File: config.mk
export PLATFORM = sky130hd
export DESIGN_NAME = prio_arbiter_4ch_flat
export DESIGN_NICKNAME = d
export VERILOG_FILES = /design/src/rtl/prio_arbiter_4ch_pkg.sv /design/src/rtl/prio_arbiter_4ch_if.sv /design/src/rtl/prio_arbiter_4ch_pick4.sv /design/src/rtl/prio_arbiter_4ch.sv /design/src/flat_wrapper.sv
export SDC_FILE = /design/constraint.sdc
export NUM_CORES = 1
export LEC_CHECK = 0
export BUFFER_PORTS_ARGS = -buffer_cell sky130_fd_sc_hd__buf_2
export CORE_ASPECT_RATIO = 0.6
export CORE_MARGIN = 2
export CORE_UTILIZATION = 28
export CTS_BUF_LIST = sky130_fd_sc_hd__clkbuf_2 sky130_fd_sc_hd__clkbuf_4 sky130_fd_sc_hd__clkbuf_8
export DETAILED_ROUTE_END_ITERATION = 12
export GPL_TIMING_DRIVEN = 0
export PLACE_DENSITY_LB_ADDON = 0.05
export SLEW_MARGIN = 20
export SYNTH_ARGS = -nofsm -noshare
export SYNTH_HDL_FRONTEND = slang
export SYNTH_SLANG_ARGS = --single-unit
File: constraint.sdc
create_clock -name clk -period 1.48 [get_ports clk]
set_input_delay 0 -clock clk [delete_from_list [all_inputs] [get_ports clk]]
set_output_delay 0 -clock clk [all_outputs]
set_load 0.03 [all_outputs]
File: src/rtl/prio_arbiter_4ch_pkg.sv
// Shared types and helpers for the 4-channel priority arbiter.
// Optional round-robin search order: PRIO_ARB_ROUND_ROBIN_EN.
package prio_arb_pkg;

    localparam int NUM_CH = 4;
    localparam int ID_W   = 2;

    typedef enum logic {
        IDLE = 1'b0,
        BUSY = 1'b1
    } arb_state_t;

    function automatic logic [NUM_CH-1:0] id_onehot(
        input logic [ID_W-1:0] id
    );
        logic [NUM_CH-1:0] v;
        v     = '0;
        v[id] = 1'b1;
        return v;
    endfunction

endpackage

File: src/rtl/prio_arbiter_4ch_if.sv
// Request/grant bundle between requesters and the arbiter.
// master drives requests; slave is the arbiter side.
interface prio_arbiter_4ch_if;
    import prio_arb_pkg::*;

    logic [NUM_CH-1:0] req;
    logic [NUM_CH-1:0] gnt;
    logic [ID_W-1:0]   gnt_id;
    logic              gnt_valid;
    logic              preempt;

    modport master (
        output req,
        input  gnt,
        input  gnt_id,
        input  gnt_valid,
        input  preempt
    );

    modport slave (
        input  req,
        output gnt,
        output gnt_id,
        output gnt_valid,
        output preempt
    );

endinterface

File: src/rtl/prio_arbiter_4ch_pick4.sv
// Combinational winner pick: rotate, encode 3-downto-0, rotate back.
// An offset of 0 gives plain fixed priority 3 > 2 > 1 > 0.
module prio_pick4
    import prio_arb_pkg::*;
(
    input  logic [NUM_CH-1:0] req,
    input  logic [ID_W-1:0]   offset,
    output logic [ID_W-1:0]   id,
    output logic              found
);

    logic [2*NUM_CH-1:0] dbl;
    logic [NUM_CH-1:0]   rot;
    logic [ID_W-1:0]     rid;

    always_comb begin
        dbl   = {req, req} >> offset;
        rot   = dbl[NUM_CH-1:0];
        rid   = '0;
        found = 1'b1;
        priority casez (rot)
            4'b1???: rid = 2'd3;
            4'b01??: rid = 2'd2;
            4'b001?: rid = 2'd1;
            4'b0001: rid = 2'd0;
            default: found = 1'b0;
        endcase
        id = rid + offset;
    end

endmodule

File: src/rtl/prio_arbiter_4ch.sv
// 4-channel arbiter with registered grants and hold-timeout preemption.
// Define PRIO_ARB_ROUND_ROBIN_EN for rotating search order.
module prio_arbiter_4ch
    import prio_arb_pkg::*;
#(
    parameter int MAX_HOLD = 8,
    parameter int CNT_W    = 4
) (
    input logic               clk,
    input logic               rst,
    prio_arbiter_4ch_if.slave bus
);

    localparam logic [CNT_W-1:0] HOLD_LAST =
        (MAX_HOLD == 0) ? {CNT_W{1'b1}}
                        : CNT_W'(MAX_HOLD - 1);

    arb_state_t        state;
    logic [CNT_W-1:0]  hold_cnt;
    logic [NUM_CH-1:0] gnt_q;
    logic [ID_W-1:0]   id_q;
    logic              valid_q;
    logic              pre_q;

    logic              owner_req;
    logic              others;
    logic              timeout;
    logic [NUM_CH-1:0] pick_req;
    logic [ID_W-1:0]   offset;
    logic [ID_W-1:0]   win;
    logic              found;

`ifdef PRIO_ARB_ROUND_ROBIN_EN
    logic [ID_W-1:0]   rr_ptr;
    assign offset = rr_ptr;
`else
    assign offset = '0;
`endif

    // gnt_q is zero when idle, so masking it out is always safe
    assign owner_req = |(bus.req & gnt_q);
    assign pick_req  = bus.req & ~gnt_q;
    assign others    = |pick_req;
    assign timeout   = (MAX_HOLD != 0)
                    && (hold_cnt == HOLD_LAST)
                    && owner_req && others;

    prio_pick4 u_pick (
        .req    (pick_req),
        .offset (offset),
        .id     (win),
        .found  (found)
    );

    always_ff @(posedge clk) begin
        if (rst) begin
            state    <= IDLE;
            hold_cnt <= '0;
            gnt_q    <= '0;
            id_q     <= '0;
            valid_q  <= 1'b0;
            pre_q    <= 1'b0;
`ifdef PRIO_ARB_ROUND_ROBIN_EN
            rr_ptr   <= '0;
`endif
        end else begin
            pre_q <= 1'b0;
            unique case (state)
                IDLE: begin
                    if (found) begin
                        state    <= BUSY;
                        gnt_q    <= id_onehot(win);
                        id_q     <= win;
                        valid_q  <= 1'b1;
                        hold_cnt <= '0;
`ifdef PRIO_ARB_ROUND_ROBIN_EN
                        rr_ptr   <= win;
`endif
                    end
                end
                BUSY: begin
                    if (!owner_req || timeout) begin
                        if (found) begin
                            gnt_q    <= id_onehot(win);
                            id_q     <= win;
                            valid_q  <= 1'b1;
                            hold_cnt <= '0;
                            pre_q    <= owner_req;
`ifdef PRIO_ARB_ROUND_ROBIN_EN
                            rr_ptr   <= win;
`endif
                        end else begin
                            state    <= IDLE;
                            gnt_q    <= '0;
                            id_q     <= '0;
                            valid_q  <= 1'b0;
                            hold_cnt <= '0;
                        end
                    end else if (hold_cnt != HOLD_LAST) begin
                        hold_cnt <= hold_cnt + 1'b1;
                    end
                end
                default: state <= IDLE;
            endcase
        end
    end

    assign bus.gnt       = gnt_q;
    assign bus.gnt_id    = id_q;
    assign bus.gnt_valid = valid_q;
    assign bus.preempt   = pre_q;

endmodule

File: src/flat_wrapper.sv
// flat-port wrapper written by rule: the top's interface ports become plain ports
module prio_arbiter_4ch_flat import prio_arb_pkg::*;
#(
    parameter int MAX_HOLD = 8,
    parameter int CNT_W    = 4
)
  (clk, rst, bus_req, bus_gnt, bus_gnt_id, bus_gnt_valid, bus_preempt);
  prio_arbiter_4ch_if bus_i ();
  input logic clk;
  input logic rst;
  input wire logic [$bits(bus_i.req)-1:0] bus_req;
  output wire logic [$bits(bus_i.gnt)-1:0] bus_gnt;
  output wire logic [$bits(bus_i.gnt_id)-1:0] bus_gnt_id;
  output wire logic [$bits(bus_i.gnt_valid)-1:0] bus_gnt_valid;
  output wire logic [$bits(bus_i.preempt)-1:0] bus_preempt;
  assign bus_i.req = bus_req;
  assign bus_gnt = bus_i.gnt;
  assign bus_gnt_id = bus_i.gnt_id;
  assign bus_gnt_valid = bus_i.gnt_valid;
  assign bus_preempt = bus_i.preempt;
  prio_arbiter_4ch #(.MAX_HOLD(MAX_HOLD), .CNT_W(CNT_W)) u_core (.clk(clk), .rst(rst), .bus(bus_i));
endmodule
==> flow_metrics.tcl <==
set metrics [dict create \
    reg2reg_from "u_core.bus.gnt[1]$_SDFFE_PP0P_" \
    setup_viol 4 \
    hp-class "in -> reg" \
    timing.rr.end "u_core.bus.gnt[3]$_SDFFE_PP0P_" \
    tightestPinTransition_ps 451.4 \
    async_flop_share_pct 0 \
    final_util_pct 42.11 \
    synth_common_cells "13 x dfxtp_1, 9 x nand2_1, 5 x nand3_1" \
    drc 0 \
    synth_enable_flop_cells 0 \
    drt-total-wl_um 1763 \
    worst_skew_pair.late_latency_ps 240 \
    clock_skew_ps 2.613 \
    ys.flop_type "dfxtp_1" \
    tritoncts "built" \
    via_count 647 \
    synth_top_area_share_pct 38.52 \
    htreeDepth 1 \
    yosysMostFrequentCell "dfxtp_1" \
    drive_above_1_share_pct 42.42 \
    synth.area.top_cells "dfxtp_1 39%, nand2_1 5.0%, mux2_4 4.4%, nand3_1 3.7%, nor2b_1 3.7%" \
    worstSetupPathType "reg -> reg" \
    initial_core_util_pct 30.32 \
    crit_family "compound AO/OA/AOI/OAI gates" \
    crit_end "u_core.bus.gnt[3]$_SDFFE_PP0P_" \
    yosysSeqAreaShare_pct 38.52 \
    status "finished, violations left" \
    fin_crit_sh_pct 105.6 \
    cts_buffers 3 \
    yosys_warnings 0 \
    violations "setup timing" \
    path_depth 4 \
    hold_viol 0 \
    crit_start "u_core.bus.gnt[1]$_SDFFE_PP0P_" \
    synth_area_um2 675.6 \
    clk_pin_slew_worst_paths_ps 60 \
    grt_use_total_pct 12.88 \
    max_slew_margin_pct 69.91 \
    cp_max_fo 5 \
    grt_pass1_vias 567 \
    first_iter_violations 29 \
    path_buf_inv 0 \
    grt_pass1_wl_um 2670 \
    p_leak_nw 0.3906 \
    dr.pass1.iters 4 \
    areaGrowthSynthToFinish_pct 38.89 \
    die_w_um 67.42 \
    syn_inst 75 \
    core_area_um2 2228 \
    core.rowCount 13 \
    max_freq_mhz 640.1 \
    period_needed_ps 1562 \
    ys_types 32 \
    fin_area_um2 938.4 \
    gp_congestion 0.7118 \
    arrival_ps 1690 \
    powerDensity_nw_per_um2 986.9 \
    die_h_um 42.05 \
    crit_slowest_cell "or3_4" \
    diodes 0 \
    crit_path_end_kind "flop" \
    portBuffers 13 \
    worstRegToRegCells 4 \
    rsz0062_at_grt "yes" \
    setup_ws_ps -82.20 \
    cap_violations 0 \
    crit_path_cell_trace "a22o_4 > or3_4 > a21boi_4 > mux2_4" \
    critical_path.max_stage_delay_ps 370 \
    dp_hpwl_um 1195 \
    required_ps 1610 \
    place_area_um2 785.8 \
    viasPerCell 5.016 \
    nNetsFinal 107 \
    synth_top_area_cell "dfxtp_1" \
    synth_fp_nets 82 \
    grt_max_degree 11 \
    maxSlewViolCount 0 \
    startpoint_type "flop" \
    cts_buffer_depth 2 \
    cts_sinks 13 \
    final_antenna_net_count 0 \
    ys_ff_latch 13 \
    syn_avg_cell_area_um2 9.009 \
    cts-root-buf "clkbuf_8" \
    rrSetupSlack_ps -80 \
    pin_count 14 \
    globalRouteOverflowTotal 0 \
    wl_per_cell_um 13.67 \
    peakVddDrop_uv 568.4 \
    antenna_found_initial 0 \
    final.setup.tns_ps -246.7 \
    die_area_um2 2835 \
]
-- per-layer routing --
layer,wire length (µm),share of wire (%),GRT usage (%),vias to the layer above
met5,0,0,0,-
met2,657,37,16.04,21
met4,34,1.9,4.898,0
met3,128,7.3,5.645,4
met1,943,53,18.91,292
li1,-,-,-,330
-- through the flow --
| stage | power [W] | setup slack [ps] | hold WS (ps) | instances |
|---|---|---|---|---|
| CTS | 0.0009219 | -78.36 | 140.7 | 127 |
| finish | 0.0009261 | -82.20 | 146.7 | 129 |
| global placement | 0.0005668 | -161.8 | 400.7 | 118 |
| detailed placement | 0.0005652 | -149.1 | 401.8 | 118 |
| global route | 0.0009628 | -110.5 | 163.9 | 129 |
| floorplan | 0.0005172 | -69.28 | 182.8 | 75 |
-- cell type report --
type,count,area [µm²]
buffer,1,3.754
clock buffer,4,48.80
multi-input combinational,58,449.2
timing repair buffer,20,117.6
tap,30,37.54
sequential,13,270.3
fill,228,1290
inverter,3,11.26
-- power breakdown --
group          leakage, nW  switching [W]  internal (W)
clock               0.0262       0.000130      0.000208
sequential           0.110      0.0000193      0.000372
combinational        0.255       0.000115     0.0000824
-- registers in the layout (all words and copies together), names as in the netlist --
signal	cells
u_core.bus.gnt	4
u_core.bus.gnt_id	2
u_core.bus.gnt_valid	1
u_core.hold_cnt	4
u_core.state	1
u_core.bus.preempt	1
-- layout by cell type, fill, tap and decap left out, types with 2 or more instances in the layout --
master / synthesis / layout
buf_2: 0 / 13
nand3_1: 5 / 5
clkbuf_8: 0 / 3
buf_4: 0 / 7
nand2b_2: 0 / 2
dfxtp_2: 0 / 5
nor2b_1: 4 / 4
mux2_4: 2 / 2
inv_1: 3 / 3
dfxtp_1: 13 / 7
nand2_1: 9 / 8
a22o_4: 0 / 2
o211ai_1: 2 / 2
o21ai_0: 3 / 3
nor3_1: 2 / 2
a21oi_1: 2 / 2
a31o_1: 2 / 2
or3_1: 3 / 2
nor2_1: 2 / 2
mux2i_1: 2 / 2
-- how the worst min path moves through the flow --
stage	start	endpoint	depth (start not counted)
3_3_place_gp	rst	u_core.hold_cnt[0]$_SDFFE_PP0P_	3
5_1_grt	rst	u_core.hold_cnt[0]$_SDFFE_PP0P_	3
2_1_floorplan	rst	u_core.hold_cnt[0]$_SDFFE_PP0P_	2
3_5_place_dp	rst	u_core.hold_cnt[0]$_SDFFE_PP0P_	3
4_1_cts	rst	u_core.hold_cnt[0]$_SDFFE_PP0P_	3
6_report	rst	u_core.hold_cnt[0]$_SDFFE_PP0P_	3
-- timing repair --
item                                    CTS  global route
hold buffers                              0             0
endpoints found under the setup margin    5             7
gates resized for setup                   4             7
setup buffers                             5             2
pin swaps                                 4             6
gates cloned                              0             0
-- kinds of logic after synthesis --
| kind of cell | share of synthesized area, % |
|---|---|
| flops | 38.52 |
| simple gates | 29.08 |
| compound gates | 20.93 |
| buf+inv | 2.222 |
| mux | 7.408 |
| fa+ha+maj | 1.852 |
-- tightest hold or removal path, delay by kind of cell --
kind,cells,cell delay [ps]
compound gates,1,70
simple gates,1,120
buf+inv,1,150
Note: power is estimated with default switching activity, not from simulation.
